--- config.mk ---
export PLATFORM = sky130hd
export DESIGN_NAME = sdiv_32_32
export DESIGN_NICKNAME = d
export VERILOG_FILES = /design/src/rtl/sdiv_32_32.sv
export SDC_FILE = /design/constraint.sdc
export NUM_CORES = 1
export LEC_CHECK = 0
export CAP_MARGIN = 20
export CORE_ASPECT_RATIO = 0.75
export CORE_MARGIN = 5
export CORE_UTILIZATION = 50
export DETAILED_ROUTE_END_ITERATION = 8
export GPL_TIMING_DRIVEN = 0
export PLACE_DENSITY = 0.7
export SYNTH_ARGS = -nofsm -noshare
export SYNTH_HDL_FRONTEND = slang
export SYNTH_SLANG_ARGS = --single-unit
export TNS_END_PERCENT = 100
--- constraint.sdc ---
create_clock -name clk -period 9.37 [get_ports clk]
set_clock_uncertainty 0.2 [all_clocks]
set_input_delay 1.4055 -clock clk [delete_from_list [all_inputs] [get_ports clk]]
set_output_delay 1.4055 -clock clk [all_outputs]
set_load 0.02 [all_outputs]
--- src/rtl/sdiv_32_32.sv ---
// Iterative 32/32 restoring divider with RISC-V DIV/DIVU/REM/REMU result semantics.
// Optional build macro SDIV_ZERO_EARLY_OUT_EN: divide-by-zero skips the iteration phase.
module sdiv_32_32 (
  input  logic        clk,
  input  logic        rst_n,
  input  logic [32:0] ai,
  input  logic [32:0] bi,
  input  logic        req,
  output logic [31:0] q,
  output logic [31:0] rem,
  output logic        busy,
  output logic        rdy
);

  localparam int unsigned ITER = 32;
  localparam int unsigned W    = 32;
  localparam int unsigned CW   = $clog2(ITER);

  typedef enum logic [1:0] {IDLE, CALC, FIX, DONE} state_t;

  state_t         state, state_nx;
  logic [W-1:0]   prem, prem_nx;
  logic [W-1:0]   dvd, dvd_nx;
  logic [W-1:0]   dvs, dvs_nx;
  logic [W-1:0]   a_raw, a_raw_nx;
  logic           sign_a, sign_a_nx;
  logic           sign_b, sign_b_nx;
  logic [CW-1:0]  cnt, cnt_nx;
  logic [W-1:0]   q_nx, rem_nx;
  logic           busy_nx, rdy_nx;

  logic [W-1:0]   a_mag, b_mag;
  logic [W:0]     prem_sh;
  logic [W:0]     trial;

  // Operand magnitudes from the 33-bit extended inputs
  assign a_mag = ai[W] ? W'(-ai) : ai[W-1:0];
  assign b_mag = bi[W] ? W'(-bi) : bi[W-1:0];

  // Restoring step: prem_sh < 2*dvs always, so the 33-bit sign bit is exact
  assign prem_sh = {prem, dvd[W-1]};
  assign trial   = prem_sh - {1'b0, dvs};

  always_ff @(posedge clk) begin
    if (!rst_n) state <= IDLE;
    else        state <= state_nx;
  end

  always_ff @(posedge clk) begin
    if (!rst_n) begin
      prem   <= '0;
      dvd    <= '0;
      dvs    <= '0;
      a_raw  <= '0;
      sign_a <= 1'b0;
      sign_b <= 1'b0;
      cnt    <= '0;
      q      <= '0;
      rem    <= '0;
      busy   <= 1'b0;
      rdy    <= 1'b0;
    end else begin
      prem   <= prem_nx;
      dvd    <= dvd_nx;
      dvs    <= dvs_nx;
      a_raw  <= a_raw_nx;
      sign_a <= sign_a_nx;
      sign_b <= sign_b_nx;
      cnt    <= cnt_nx;
      q      <= q_nx;
      rem    <= rem_nx;
      busy   <= busy_nx;
      rdy    <= rdy_nx;
    end
  end

  always_comb begin
    state_nx  = state;
    prem_nx   = prem;
    dvd_nx    = dvd;
    dvs_nx    = dvs;
    a_raw_nx  = a_raw;
    sign_a_nx = sign_a;
    sign_b_nx = sign_b;
    cnt_nx    = cnt;
    q_nx      = q;
    rem_nx    = rem;

    case (state)
      IDLE: begin
        if (req) begin
          sign_a_nx = ai[W];
          sign_b_nx = bi[W];
          dvd_nx    = a_mag;
          dvs_nx    = b_mag;
          a_raw_nx  = ai[W-1:0];
          prem_nx   = '0;
          cnt_nx    = '0;
          state_nx  = CALC;
`ifdef SDIV_ZERO_EARLY_OUT_EN
          if (bi == '0) state_nx = FIX;
`else
`endif
        end
      end
      CALC: begin
        // Quotient bits shift in where dividend bits shift out
        prem_nx = trial[W] ? prem_sh[W-1:0] : trial[W-1:0];
        dvd_nx  = {dvd[W-2:0], ~trial[W]};
        cnt_nx  = cnt + CW'(1);
        if (cnt == CW'(ITER - 1)) state_nx = FIX;
      end
      FIX: begin
        if (dvs == '0) begin
          q_nx   = '1;
          rem_nx = a_raw;
        end else begin
          q_nx   = (sign_a ^ sign_b) ? W'(-dvd) : dvd;
          rem_nx = sign_a ? W'(-prem) : prem;
        end
        state_nx = DONE;
      end
      DONE:    state_nx = IDLE;
      default: state_nx = IDLE;
    endcase

    busy_nx = (state_nx != IDLE);
    rdy_nx  = (state_nx == DONE);
  end

endmodule

# Yosys cells after proc, flatten, opt, wreduce, memory -nomap -nowiden
# Cells that the tools add are included.
[op_classes]
addsub = 6
n_eq_ne = 6
n_mux = 16
bitwise = 2
n_reduce_logical = 6
[op_table]
columns = ["op", "n"]
rows = [
  ["two-way mux 32 bit", 9],
  ["negation 32 bit", 4],
  ["one-hot mux 32 bit (2 select lines)", 2],
  ["subtractor 33 x 32 -> 33 bit", 1],
  ["logical NOT 32 bit", 1],
  ["one-hot mux 5 bit (2 select lines)", 1],
  ["one-hot mux 2 bit (4 select lines)", 1],
  ["== test 2 bit (second input constant)", 3],
  ["adder 5 x 1 -> 5 bit (second input constant)", 1],
  ["== test 5 bit (second input constant)", 1],
  ["two-way mux 5 bit", 1],
  ["two-way mux 2 bit", 2],
  ["AND reduction 2 bit", 2],
  ["nonzero test 2 bit", 2],
  ["== test 2 x 1 -> 1 bit (second input constant)", 1],
  ["logical NOT 2 bit", 1],
  ["inequality test 2 bit (second input constant)", 1],
  ["inverter 1 bit", 1],
  ["XOR 1 bit", 1],
]
[word_totals]
regBits = 203
output_inout_bits = 66
wordCells = 48

# Logic depth before layout (Yosys ltp)
[depth]
ltp_word = 4
mapped_depth = 14

# Worst setup path before layout
# Ideal clock, no wire load.
[synth_path]
kind = "input to register"
from = "input port bi[8]"
to = "register dvs[26]"
setup_time_ns = 0.086
arrival_ns = 3.954
required_ns = 9.084
path_slack_ns = 5.131
cell_stages = 8
n_path_buf = 0
cell_sequence = "or3_4 > or4_4 > or4_4 > or3_4 > or3_4 > o41ai_2 > xor2_1 > a211oi_1"
[synth_via]
elab_chain_cells = 2
[synth_lines]
columns = ["element", "line", "text"]
rows = [
  ["start, declared", "7", "input logic [32:0] bi,"],
  ["negation 32 bit", "38", "assign b_mag = bi[W] ? W'(-bi) : bi[W-1:0];"],
  ["two-way mux 32 bit", "38", ""],
  ["end signal, assigned", "65", "dvs <= dvs_nx;"],
  ["end, declared", "24", "logic [W-1:0] dvs, dvs_nx;"],
]
# Every way passes these cells.
# A chain may end at the register's enable or synchronous reset.

# Final worst setup path
[layout_path]
from = "register dvd[31]"
to = "register prem[29]"
[layout_via]
elab_chain_cells = 3
[layout_lines]
columns = ["element", "line", "text"]
rows = [
  ["start, declared", "23", "logic [W-1:0] dvd, dvd_nx;"],
  ["start signal, assigned", "64", "dvd <= dvd_nx;"],
  ["subtractor 33 x 32 -> 33 bit", "42", "assign trial = prem_sh - {1'b0, dvs};"],
  ["two-way mux 32 bit", "108", "prem_nx = trial[W] ? prem_sh[W-1:0] : trial[W-1:0];"],
  ["one-hot mux 32 bit (2 select lines)", "89", "case (state)"],
  ["end signal, assigned", "63", "prem <= prem_nx;"],
  ["end, declared", "22", "logic [W-1:0] prem, prem_nx;"],
]
# Every way passes these cells.

==> flow_metrics.tcl <==
set metrics [dict create \
    status "complete, no violations" \
    cts_buffers 22 \
    worstHoldPathType "reg2reg" \
    worst_skew_pair.late_latency_ns 0.52 \
    avgRoutedWirePerCell_um 19.8 \
    max_cap_viol_count 0 \
    detail_route.vias_per_cell 6.07 \
    placeableCoreArea_um2 23200 \
    power_frac_comb_pct 17.6 \
    place.gp.congestion 0.944 \
    mappedNetlistArea_um2 11900 \
    synth_flop_cell "sky130_fd_sc_hd__dfxtp_1" \
    synth-seq-cells 203 \
    drt_iter0_markers 1421 \
    synth.lib_cells_used.distinct 58 \
    boundaryPins 135 \
    netSwitchingPower_mw 0.651 \
    path_cells "inv_1 -> ha_1 -> fa_1 -> nand2b_1 -> a21oi_1 -> o21ai_0 -> a211oi_1 -> or2_2 -> o311a_1 -> clkbuf_1 -> clkbuf_1 -> nand2_1 -> o21ai_0" \
    groute.usage.overall_pct 28.2 \
    synthesis.area_per_instance_um2 7.83 \
    place_worst_setup_slack_ns 4.35 \
    fp.dieArea_um2 27000 \
    cts_root_buffer "sky130_fd_sc_hd__clkbuf_16" \
    slew_headroom_pct 22.1 \
    cts-root-to-sink-buffers 3 \
    clkSlewWorstSetupHoldPaths_ns 0.06 \
    timing_max_transition_violations_final 0 \
    drt_pre_antenna_iters 8 \
    timing.critical_path.buf_inv 3 \
    postLayoutCoreUtil_pct 61.8 \
    fin_tns_setup_ns 0 \
    cts_tree "built" \
    worst-slew-pin-transition_ns 1.16 \
    placementRows 48 \
    area_growth_pct 20.7 \
    swShare_pct 29.2 \
    nNetsFinal 1782 \
    critical-path-max-stage-delay_ns 0.67 \
    crit_path_max_fanout 10 \
    synth_warnings 0 \
    antenna_cells_inserted 0 \
    ratio_of_cells_with_drive_above_1_in_the_final_layout_pct 3.79 \
    syn_inst 1516 \
    yosysTopAreaCell "sky130_fd_sc_hd__dfxtp_1" \
    postRouteWirelength_um 39400 \
    postSynth.asyncResetShare_pct 0 \
    layout_setup_ws_ns 4.72 \
    critPathTopFamily "compound AO/OA/AOI/OAI gates" \
    start_kind "register" \
    detailed_place_hpwl_um 30500 \
    setup_violations 0 \
    period_share_pct 49.6 \
    overflow 0 \
    fin_crit_ns 4.65 \
    unrepaired_setup_endpoints_after_global_routing "false" \
    synth_fp_nets 1624 \
    internal_power_mw 1.58 \
    timing.critical_path.arrival_ns 4.88 \
    cts.repair.resized 0 \
    power_density_nw_per_um2 156 \
    grt_first_pass_wirelength_um 61100 \
    place.port_buffers 134 \
    route.detailed.drc 0 \
    share_clk_of_total_power_pct 40.6 \
    grt_start_max_net_pins 15 \
    sequential_cell_fraction_of_total_power_pct 41.9 \
    portion_of_the_post_synthesis_area_used_by_sequential_elements_pct 34.2 \
    post_synth_main_area_contributors "sky130_fd_sc_hd__dfxtp_1 (34%), sky130_fd_sc_hd__nand2_1 (5.8%), sky130_fd_sc_hd__xnor2_1 (5.5%)" \
    die-height_um 143 \
    final_design_instance_area_without_fill_um2 14300 \
    detailed_place.area_um2 13600 \
    number_of_antenna_violations_at_the_first_check_in_global_routing 1 \
    die_w_um 188 \
    grt_pass1_vias 10800 \
    cts_hold_repair.buffers 0 \
    required_ns 9.60 \
    route.vias.total 12100 \
    total_leakage_power_nw 5.39 \
    floorplan.initialDensity_pct 51.2 \
    layout.cells.non_filler 1988 \
    vdd_drop_max_uv 118 \
    clock.fmax_mhz 215 \
    antenna_violating_nets_post_route 0 \
    critical_path.endpoint_type "register" \
    yosys.area.top_type_share_pct 34.2 \
    edff_count_synth 0 \
    clkSinkCount 203 \
    numPlacedInstances 1950 \
    critPathSlowestCell "sky130_fd_sc_hd__a211oi_1" \
    timing.final.hold_violations 0 \
    ctsHtreeMaxLevel 1 \
    critPathKind "reg2reg" \
    cts_setup_buffers 0 \
]
power groups by stage:
stage | clock network, mW | logic [mW] | registers (mW)
floorplan | 0 | 0.260 | 0.939
global placement | 0 | 0.375 | 0.951
detailed placement | 0 | 0.380 | 0.952
CTS | 0.909 | 0.384 | 0.933
global route | 0.944 | 0.430 | 0.939
finish | 0.905 | 0.392 | 0.935
area by class of cell:
class / count / area, um2
fillers: 2108 / 8860
multi-input cells: 1164 / 7250
flip-flops and latches: 203 / 4060
repair buffers: 134 / 1340
clock buffers: 28 / 624
well taps: 300 / 375
plain buffers: 99 / 374
inverters: 50 / 188
clock inverters: 10 / 114
synth_stat cells (3+ instances only):
cell,n
sky130_fd_sc_hd__and2_1,7
sky130_fd_sc_hd__nand3b_1,4
sky130_fd_sc_hd__a211oi_1,58
sky130_fd_sc_hd__nor3b_1,3
sky130_fd_sc_hd__o41ai_1,16
sky130_fd_sc_hd__xor2_1,74
sky130_fd_sc_hd__a31oi_1,15
sky130_fd_sc_hd__o211ai_1,7
sky130_fd_sc_hd__a211o_1,4
sky130_fd_sc_hd__nor2_1,167
sky130_fd_sc_hd__a311oi_1,5
sky130_fd_sc_hd__nor3_1,8
sky130_fd_sc_hd__or3_4,5
sky130_fd_sc_hd__o21ai_0,122
sky130_fd_sc_hd__or3_1,13
sky130_fd_sc_hd__ha_1,38
sky130_fd_sc_hd__or4_1,14
sky130_fd_sc_hd__nand2b_1,12
sky130_fd_sc_hd__a21o_1,12
sky130_fd_sc_hd__a222oi_1,32
sky130_fd_sc_hd__buf_1,13
sky130_fd_sc_hd__nor2b_1,8
sky130_fd_sc_hd__or4_4,4
sky130_fd_sc_hd__inv_1,50
sky130_fd_sc_hd__dfxtp_1,203
sky130_fd_sc_hd__or2_2,9
sky130_fd_sc_hd__nand4_1,9
sky130_fd_sc_hd__o21ai_1,5
sky130_fd_sc_hd__a21oi_1,129
sky130_fd_sc_hd__xnor2_1,74
sky130_fd_sc_hd__nor4_1,16
sky130_fd_sc_hd__o21a_1,6
sky130_fd_sc_hd__o21bai_1,6
sky130_fd_sc_hd__nand2_1,185
sky130_fd_sc_hd__nand3_1,16
sky130_fd_sc_hd__clkbuf_1,84
sky130_fd_sc_hd__mux2i_1,22
sky130_fd_sc_hd__o2111ai_1,3
sky130_fd_sc_hd__o31ai_1,31
sky130_fd_sc_hd__and3_1,3
metal layers:
metal	up-vias	global-route usage, %	wire [um]
met5	-	0	12
met3	52	6.51	4140
met1	5689	44.6	19300
met4	2	6.14	794
met2	583	38.5	15200
li1	5749	-	-
worst paths after layout:
kind                  start   endpoint  slack (ns)  cells past startpoint
hold / removal    a_raw[14]  a_raw[14]        0.26                      2
setup / recovery    dvd[31]   prem[29]        4.72                     13
setup reg to reg    dvd[31]   prem[29]        4.72                     13
hold reg to reg   a_raw[14]  a_raw[14]        0.26                      2
sequential cells by signal, summed over array words and instances (netlist names):
| register | count |
|---|---|
| sign_b | 1 |
| sign_a | 1 |
| dvd | 32 |
| rdy | 1 |
| dvs | 32 |
| rem | 32 |
| state | 2 |
| cnt | 5 |
| q | 32 |
| prem | 32 |
| a_raw | 32 |
| busy | 1 |
placed cells by master, fill, tap and decap left out, types with 12 or more instances in the layout:
| master | instances |
|---|---|
| sky130_fd_sc_hd__a222oi_1 | 32 |
| sky130_fd_sc_hd__dfxtp_1 | 203 |
| sky130_fd_sc_hd__xor2_1 | 74 |
| sky130_fd_sc_hd__or3_1 | 13 |
| sky130_fd_sc_hd__ha_1 | 38 |
| sky130_fd_sc_hd__mux2i_1 | 22 |
| sky130_fd_sc_hd__nand2_1 | 185 |
| sky130_fd_sc_hd__clkbuf_1 | 86 |
| sky130_fd_sc_hd__a21o_1 | 12 |
| sky130_fd_sc_hd__o21ai_0 | 122 |
| sky130_fd_sc_hd__a21oi_1 | 129 |
| sky130_fd_sc_hd__o31ai_1 | 31 |
| sky130_fd_sc_hd__o41ai_1 | 16 |
| sky130_fd_sc_hd__nor4_1 | 16 |
| sky130_fd_sc_hd__a31oi_1 | 15 |
| sky130_fd_sc_hd__xnor2_1 | 74 |
| sky130_fd_sc_hd__clkbuf_16 | 23 |
| sky130_fd_sc_hd__nand3_1 | 16 |
| sky130_fd_sc_hd__buf_1 | 13 |
| sky130_fd_sc_hd__nand2b_1 | 12 |
| sky130_fd_sc_hd__or4_1 | 14 |
| sky130_fd_sc_hd__nor2_1 | 167 |
| sky130_fd_sc_hd__inv_1 | 50 |
| sky130_fd_sc_hd__a211oi_1 | 58 |
| sky130_fd_sc_hd__clkdlybuf4s50_1 | 134 |
worst register-to-register path: cells and delay by family, from the launching register on:
family	cells	cell delay (ns)
buffers and inverters	3	0.93
and+or+nand+nor	3	0.67
DFF	1	0.49
AOI/OAI and AO/OA	5	1.62
adders and majority gates	2	0.64
cell families after synthesis:
family,after synthesis,synth area share [%]
xor+xnor,148,10.9
mux,22,1.85
fa+ha+maj,39,4.17
flops,203,34.2
buf+inv,149,4.73
compound gates,469,25.4
simple gates,486,18.7
through the flow:
stage               total power [mW]  hold slack [ns]
detailed placement              1.33            0.250
global route                    2.31            0.274
global placement                1.33            0.245
finish                          2.23            0.258
CTS                             2.23            0.260
floorplan                       1.20            0.233
(Power assumes the default switching activity.)
